[src/rtl/qmax_writer.sv]
// qmax_writer: update-side controller for the per-state Q-max table.
// Each accepted (state, q) request is read in the accept cycle, compared in the
// next cycle, and written back only if q is strictly larger than the stored value.
// A clear sequence writes zero to every entry, one address per cycle.
//
// Ports:
//   i_clk, i_rst                 clock, asynchronous active-high reset
//   i_valid, i_state, i_q        update request; accepted when i_valid && o_ready
//   o_ready                      request can be accepted this cycle
//   i_clear                      pulse that starts the table clear
//   o_busy, o_clear_done         clear in progress / last clear write issued
//   o_updated, o_upd_count       request caused a write / wrapping write counter
//   o_tbl_addr_r, o_tbl_read_en  table read port (data returns next cycle on i_tbl_data)
//   o_tbl_addr_w, o_tbl_write_en,
//   o_tbl_data                   table write port
module qmax_writer #(
    parameter int unsigned ADDR_WIDTH = 6,
    parameter int unsigned DATA_WIDTH = 8,
    parameter int unsigned DEPTH      = 64,
    parameter int unsigned CNT_WIDTH  = 16
) (
    input  logic                  i_clk,
    input  logic                  i_rst,
    input  logic                  i_valid,
    input  logic [ADDR_WIDTH-1:0] i_state,
    input  logic [DATA_WIDTH-1:0] i_q,
    output logic                  o_ready,
    input  logic                  i_clear,
    output logic                  o_busy,
    output logic                  o_clear_done,
    output logic                  o_updated,
    output logic [CNT_WIDTH-1:0]  o_upd_count,
    output logic [ADDR_WIDTH-1:0] o_tbl_addr_r,
    output logic                  o_tbl_read_en,
    input  logic [DATA_WIDTH-1:0] i_tbl_data,
    output logic [ADDR_WIDTH-1:0] o_tbl_addr_w,
    output logic                  o_tbl_write_en,
    output logic [DATA_WIDTH-1:0] o_tbl_data
);

    localparam logic [ADDR_WIDTH-1:0] LAST_ADDR = ADDR_WIDTH'(DEPTH - 1);

    typedef enum logic {
        RUN   = 1'b0,
        CLEAR = 1'b1
    } state_t;

    state_t                  state, state_nxt;
    logic [ADDR_WIDTH-1:0]   clr_addr, clr_addr_nxt;

    logic                    s1_valid;
    logic [ADDR_WIDTH-1:0]   s1_state;
    logic [DATA_WIDTH-1:0]   s1_q;

    logic                    fwd_valid;
    logic [ADDR_WIDTH-1:0]   fwd_addr;
    logic [DATA_WIDTH-1:0]   fwd_data;

    logic [CNT_WIDTH-1:0]    upd_count;
    logic                    accept;
    logic [DATA_WIDTH-1:0]   cur;

    assign o_upd_count = upd_count;

    // Registers: FSM state, clear address, S1 stage, forwarding register, counter.
    always_ff @(posedge i_clk or posedge i_rst) begin
        if (i_rst) begin
            state     <= RUN;
            clr_addr  <= '0;
            s1_valid  <= 1'b0;
            s1_state  <= '0;
            s1_q      <= '0;
            fwd_valid <= 1'b0;
            fwd_addr  <= '0;
            fwd_data  <= '0;
            upd_count <= '0;
        end else begin
            state    <= state_nxt;
            clr_addr <= clr_addr_nxt;
            s1_valid <= accept;
            if (accept) begin
                s1_state <= i_state;
                s1_q     <= i_q;
            end
            // Table reads return pre-write data on a same-edge collision; remember the last write.
            fwd_valid <= o_tbl_write_en;
            if (o_tbl_write_en) begin
                fwd_addr <= o_tbl_addr_w;
                fwd_data <= o_tbl_data;
            end
            if (o_updated) begin
                upd_count <= upd_count + CNT_WIDTH'(1);
            end
        end
    end

    // Next-state and table-port control.
    always_comb begin
        state_nxt      = state;
        clr_addr_nxt   = clr_addr;
        accept         = 1'b0;
        o_ready        = 1'b0;
        o_busy         = 1'b0;
        o_clear_done   = 1'b0;
        o_updated      = 1'b0;
        o_tbl_read_en  = 1'b0;
        o_tbl_addr_r   = '0;
        o_tbl_write_en = 1'b0;
        o_tbl_addr_w   = '0;
        o_tbl_data     = '0;
        cur            = (fwd_valid && (fwd_addr == s1_state)) ? fwd_data : i_tbl_data;

        case (state)
            RUN: begin
                o_ready = !i_rst && !i_clear;
                accept  = o_ready && i_valid;
                if (accept) begin
                    o_tbl_read_en = 1'b1;
                    o_tbl_addr_r  = i_state;
                end
                // S1 always completes, even in the cycle the clear is requested.
                if (s1_valid && (s1_q > cur)) begin
                    o_tbl_write_en = 1'b1;
                    o_tbl_addr_w   = s1_state;
                    o_tbl_data     = s1_q;
                    o_updated      = 1'b1;
                end
                if (i_clear) begin
                    state_nxt    = CLEAR;
                    clr_addr_nxt = '0;
                end
            end
            CLEAR: begin
                o_busy         = 1'b1;
                o_tbl_write_en = 1'b1;
                o_tbl_addr_w   = clr_addr;
                if (clr_addr == LAST_ADDR) begin
                    o_clear_done = 1'b1;
                    state_nxt    = RUN;
                    clr_addr_nxt = '0;
                end else begin
                    clr_addr_nxt = clr_addr + ADDR_WIDTH'(1);
                end
            end
            default: begin
                state_nxt = RUN;
            end
        endcase
    end

endmodule

[config.mk]
export PLATFORM = sky130hd
export DESIGN_NAME = qmax_writer
export DESIGN_NICKNAME = d
export VERILOG_FILES = /design/src/rtl/qmax_writer.sv
export SDC_FILE = /design/constraint.sdc
export NUM_CORES = 1
export LEC_CHECK = 0
export BUFFER_PORTS_ARGS = -buffer_cell sky130_fd_sc_hd__buf_2
export CAP_MARGIN = 25
export CORE_MARGIN = 4
export CORE_UTILIZATION = 44
export CTS_CLUSTER_SIZE = 14
export DETAILED_ROUTE_END_ITERATION = 10
export PLACE_DENSITY_LB_ADDON = 0.3
export SYNTH_ARGS = -nofsm -noshare
export SYNTH_HDL_FRONTEND = slang
export SYNTH_SLANG_ARGS = --single-unit
[constraint.sdc]
create_clock -name i_clk -period 4.1 [get_ports i_clk]
set_clock_uncertainty 0.05 [all_clocks]
set_input_delay 0.41 -clock i_clk [delete_from_list [all_inputs] [get_ports i_clk]]
set_output_delay 0.41 -clock i_clk [all_outputs]
set_load 0.01 [all_outputs]
==> metrics.txt, run 1 <==
status=complete, no violations; Total Wirelength=7010 um; Slew @ Worst Pin=0.788 ns; CP Capture Type=output port; CP required=3.64 ns; cells resized by post-CTS repair=0; most common cell after layout, fill and taps aside=buf_2; CTS Buffer Depth=2; largest net degree at the start of global routing=43; Overflow after GRT=0; Worst R2R Path Depth=12; GP Congestion=0.883; Yosys cell types=42; Root Driver=clkbuf_8; Async S/R FF share, synth=1.00; top_reg_cell synth=dfrtp_1; Area Overhead vs Synth=17.7%; Post-synth EDFFs=0; Post-DP HPWL=5010 um; CTS Sinks=53; initial antenna violation count=0; final antenna-violating net count=0; Final Hold Vio Count=0; IO Pins=68; Initial Util=0.461; Setup Crit Path Kind=reg2out; post-synthesis sequential area ratio=0.446; worst setup path endpoint=o_tbl_addr_w[1]; worst skew pair latency=0.31 ns; reg2reg end=o_upd_count[9]; GR Util All Layers=0.174; fin. max-slew vios=0; die height=90.3 um; Fin Setup TNS=0 ns; CP startpoint kind=flop; pwr/cell area=454 mW/mm^2; H-tree depth=2; most frequent cells in the layout=buf_2 (67), dfrtp_1 (53), o211ai_1 (19), xnor2_1 (19); Syn Area/Cell=10.5 um^2; clk slew on worst S/H paths=0.09 ns; leakage power=0.00164 uW; fmax=261 MHz; fin crit period=3.83 ns; Site Rows=29; first-pass GRT wire length=11700 um; RR Startpoint=s1_state[1]; FF-to-FF setup slack=0.90 ns; number of global-route vias before repair=2429; final worst path period share=0.934; DRC viols=0; mapped cell area=0.00298 mm^2; crit-path max FO=11; CP Launch Point=s1_state[1]; max-cap violations=0; Initial DRC Count=88; PortBufs=67; detailed-route via count=2439; drt wl/cell=16.3 um; CTS buffer count=5; Die Area=0.00815 mm^2; First-pass DRT Iterations=4; HP Class=in2async; Yosys warning count=0; Vias/cell=5.69; Hold Slack=0.0590 ns; nets@finish=387; Ant. Diodes=0; RSZ-0062 raised after global routing=no; Synth Register Bits=53; Max rail drop VDD=277 uV; setup bufs post-CTS=0; cts hold-fix bufs=0; final setup fails=0; share of layout cells above drive strength 1=0.295; die width=90.3 um; headroom to the max-slew limit=0.475; TritonCTS clock tree=yes; critical path arrival=3.37 ns; Mapped Cells=284; net count after synthesis=320; Core ar.=0.00646 mm^2
[worst min path at each step]
stage                      from          end  slack, ns  depth (start not counted)
floorplan           clr_addr[1]  clr_addr[1]       0.45                          2
global placement          i_rst  clr_addr[3]       0.41                          2
detailed placement        i_rst  s1_state[2]       0.41                          2
CTS                       i_rst        state       0.07                          2
global route              i_rst  clr_addr[3]       0.09                          2
finish                    i_rst  clr_addr[3]       0.06                          2
[worst max-delay path, stage by stage, from the launching register on]
cell and delay, ns:
dfrtp_1 0.43, xnor2_1 0.16, nand4_1 0.15, nor4_4 0.23, buf_4 0.21, buf_4 0.13
mux2i_1 0.19, ha_1 0.28, nand4_1 0.18, o21a_1 0.44, o211ai_1 0.19, o21ai_0 0.28
buf_2 0.19
[cell type report]
type | instances | area (um^2)
fillers | 600 | 2960
repair buffers | 77 | 410
clock buffers | 7 | 86.3
inverters | 7 | 26.3
well taps | 77 | 96.3
clock inverters | 1 | 30.0
multi-input cells | 207 | 1530
flip-flops and latches | 53 | 1330
[metrics by stage]
stage          area (um^2)  instances   util  total power (uW)  setup slack [ns]
6_report              3500        429  0.542              1590             0.272
5_1_grt               3500        429  0.542              1690           0.00293
2_1_floorplan         2980        284      -              1080             0.880
3_3_place_gp          3360        417  0.520              1200             0.497
4_1_cts               3470        425  0.538              1590            0.0882
3_5_place_dp          3360        417  0.520              1220             0.453
[cell usage after synthesis, types with 2 or more instances]
| master | instances | area (um^2) |
|---|---|---|
| nand3_1 | 17 | 85.1 |
| o311a_1 | 2 | 20.0 |
| nand2_1 | 17 | 63.8 |
| mux2_4 | 2 | 30.0 |
| o2111ai_1 | 7 | 61.3 |
| nand4_1 | 6 | 37.5 |
| o221ai_1 | 4 | 35.0 |
| xor2_1 | 4 | 35.0 |
| or2b_1 | 3 | 22.5 |
| buf_4 | 3 | 22.5 |
| o211ai_1 | 19 | 143 |
| and4_1 | 2 | 17.5 |
| a21oi_1 | 12 | 60.1 |
| a22o_1 | 2 | 17.5 |
| xnor2_1 | 19 | 166 |
| o21ai_0 | 13 | 65.1 |
| nor2_1 | 9 | 33.8 |
| mux2_2 | 12 | 135 |
| dfrtp_1 | 53 | 1330 |
| buf_2 | 5 | 25.0 |
| ha_1 | 10 | 125 |
| nor2b_1 | 3 | 18.8 |
| buf_6 | 2 | 22.5 |
| inv_1 | 6 | 22.5 |
| mux2i_1 | 7 | 70.1 |
| a21o_1 | 3 | 22.5 |
| clkbuf_1 | 7 | 26.3 |
| nand2b_1 | 4 | 25.0 |
| and2_1 | 9 | 56.3 |
| and3_1 | 10 | 62.6 |
[logic make-up after synthesis]
group	share of synthesized area
AND/OR/NAND/NOR	0.158
multiplexers	0.0790
AO/OA/AOI/OAI	0.167
XOR/XNOR	0.0677
buffers and inverters	0.0412
flip-flops	0.446
adder cells (fa/ha/maj)	0.0420
[sequential cells by signal (all words and copies together) (netlist names)]
name	cells
o_upd_count	16
fwd_data	8
s1_q	8
clr_addr	6
fwd_addr	6
s1_state	6
fwd_valid	1
s1_valid	1
state	1
[layer usage]
layer  GRT usage  up-vias  wire (um)
met5           0        -          0
met4      0.0408        0         57
met3      0.0367        6        305
met2       0.283       64       3400
li1            -     1181          -
met1       0.237     1188       3250
[where the power goes]
part           leakage, uW  switching (uW)  internal (uW)  total [uW]
combinational     0.000892             268            217         486
clock            0.0000585             172            199         372
sequential        0.000692             108            625         733
Note: power is estimated with default switching activity, not from simulation.
==> inputs of run 2 (changes only) <==
BUFFER_PORTS_ARGS = -buffer_cell sky130_fd_sc_hd__buf_4   (was -buffer_cell sky130_fd_sc_hd__buf_2)
==> run 2 against run 1 <==
  * Wire length rose by 1.8%
  * Setup slack got worse by 0.047 ns
  * Register-to-register slack lost 0.08 ns
  * Critical path depth is the same
  * Critical path type unchanged
  * Largest cell class unchanged
==> metrics.txt, run 2 (synthesis gave the netlist of run 1 again) <==
crit-path max FO=11 (unchanged); CTS Sinks=53 (unchanged); crit-path cells=xnor2_1 > nand4_1 > nor4_4 > buf_12 > mux2_4 > ha_1 > nand4_1 > o21a_1 > o21ai_4 > inv_2 > and2_1 > buf_4 (was xnor2_1 > nand4_1 > nor4_4 > buf_4 > buf_4 > mux2i_1 > ha_1 > nand4_1 > o21a_1 > o211ai_1 > o21ai_0 > buf_2); final setup fails=0 (unchanged); Max rail drop VDD=214 uV (was 277 uV); First-pass DRT Iterations=5 (was 4); final antenna-violating net count=0 (unchanged); Fin Setup TNS=0 ns (unchanged); GR Util All Layers=0.177 (was 0.174); Hold Slack=0.0589 ns (was 0.0590 ns); Top delay family on crit path=simple AND/OR/NAND/NOR gates (was compound AO/OA/AOI/OAI gates); Setup Crit Path Kind=reg2out (unchanged); worst skew pair latency=0.31 ns (about the same); number of flip-flops in the largest register=16 (unchanged); Overflow after GRT=0 (unchanged); Multi-input gate area=0.00153 mm^2 (unchanged); largest net degree at the start of global routing=36 (was 43); headroom to the max-slew limit=0.419 (was 0.475); GP Congestion=0.908 (was 0.883); CP peak stage delay=0.43 ns (was 0.44 ns); fmax=258 MHz (was 261 MHz); Root Driver=clkbuf_8 (unchanged); Slew @ Worst Pin=0.869 ns (was 0.788 ns); CTS Buffer Depth=2 (unchanged); setup bufs post-CTS=0 (unchanged); CP startpoint kind=flop (unchanged); Initial DRC Count=121 (was 88); Core ar.=0.00646 mm^2 (unchanged); most frequent cells in the layout=buf_4 (71), dfrtp_1 (53), o211ai_1 (19), xnor2_1 (19) (was buf_2 (67), dfrtp_1 (53), o211ai_1 (19), xnor2_1 (19)); WP buf/inv=3 (unchanged); Reg area=0.00133 mm^2 (unchanged); share of layout cells above drive strength 1=0.290 (was 0.295); clk slew on worst S/H paths=0.10 ns (was 0.09 ns); most common cell after layout, fill and taps aside=buf_4 (was buf_2); cts hold-fix bufs=0 (unchanged); status=complete, no violations (unchanged); Site Rows=29 (unchanged); Critical-path top delay cell=dfrtp_1 (was o21a_1); Die Area=0.00815 mm^2 (unchanged); TritonCTS clock tree=yes (unchanged); Post-DP HPWL=5200 um (was 5010 um); Final Hold Vio Count=0 (unchanged); cells resized by post-CTS repair=0 (unchanged); Tot Pwr=1560 uW (was 1590 uW); CP Capture Type=output port (unchanged); fin crit period=3.88 ns (was 3.83 ns); drt wl/cell=16.8 um (was 16.3 um); Initial Util=0.461 (unchanged); final core occ=0.565 (was 0.542); detailed-route via count=2442 (was 2439); Ant. Diodes=0 (unchanged); Non-Filler Instances=425 (was 429); most numerous cell on the critical path=nand4_1; CTS buffer count=5 (unchanged); placed insts=416 (was 417); Total Wirelength=7130 um (was 7010 um); leakage power=0.00165 uW (was 0.00164 uW); IO Pins=68 (unchanged); die width=90.3 um (unchanged); first-pass GRT wire length=11800 um (was 11700 um); nets@finish=383 (was 387); DRC viols=0 (unchanged); number of global-route vias before repair=2431 (was 2429); H-tree depth=2 (unchanged); Filler Cells Inserted=548 (was 600); max-cap violations=0 (unchanged); CP required=3.64 ns (about the same); initial antenna violation count=0 (unchanged); fin. max-slew vios=0 (unchanged); Area Overhead vs Synth=22.7% (was 17.7%); PortBufs=67 (unchanged); Vias/cell=5.75 (was 5.69); critical path arrival=3.42 ns (was 3.37 ns); die height=90.3 um (unchanged); HP Class=in2async (unchanged); RSZ-0062 raised after global routing=no (unchanged); final worst path period share=0.945 (was 0.934); pwr/cell area=429 mW/mm^2 (was 454 mW/mm^2)
[run 2: routing by layer]
metal,track usage,share of wire
met5,0,0
met4,0.0676,0.020
met3,0.0350,0.054
met2,0.287,0.47
met1,0.232,0.46
[run 2: worst paths after layout]
check	from	cells past startpoint	slack, ns	endpoint
worst max-delay path	s1_state[3]	12	0.22	o_tbl_data[1]
worst min-delay path	i_rst	2	0.06	fwd_addr[3]
worst max register to register	s1_state[3]	11	0.82	fwd_addr[1]
worst min register to register	o_upd_count[15]	1	0.43	o_upd_count[15]
max in group asynchronous	i_rst	3	3.39	o_upd_count[3]
min in group i_clk	i_q[7]	2	0.27	s1_q[7]
[run 2: metrics by stage]
stage / instance area (um^2) / setup slack, ns
4_1_cts: 3630 / 0.0334
3_3_place_gp: 3510 / 0.505
3_5_place_dp: 3530 / 0.399
6_report: 3650 / 0.225
5_1_grt: 3650 / 0.0297
2_1_floorplan: 2980 / 0.880
[run 2: layout make-up]
| type | instances | share of cell area |
|---|---|---|
| repair buffers | 73 | 0.157 |
| well taps | 77 | 0.0264 |
| multi-input cells | 207 | 0.418 |
| inverters | 7 | 0.00720 |
| clock inverters | 1 | 0.00137 |
| clock buffers | 7 | 0.0264 |
| flip-flops and latches | 53 | 0.363 |
[run 2: report_power, final]
part	leakage [uW]	internal [uW]	switching (uW)	total [uW]
clock network	0.0000542	153	170	323
registers	0.000692	625	108	732
logic	0.000902	242	268	509
total	0.00165	1020	546	1560
[run 2: worst reg2reg max path, delay by kind of cell (launching register included)]
| kind | cells | cell delay (ns) |
|---|---|---|
| compound gates | 2 | 0.76 |
| xor+xnor | 1 | 0.16 |
| fa+ha+maj | 1 | 0.27 |
| buf+inv | 2 | 0.45 |
| flops | 1 | 0.43 |
| mux | 1 | 0.30 |
| simple gates | 4 | 0.78 |
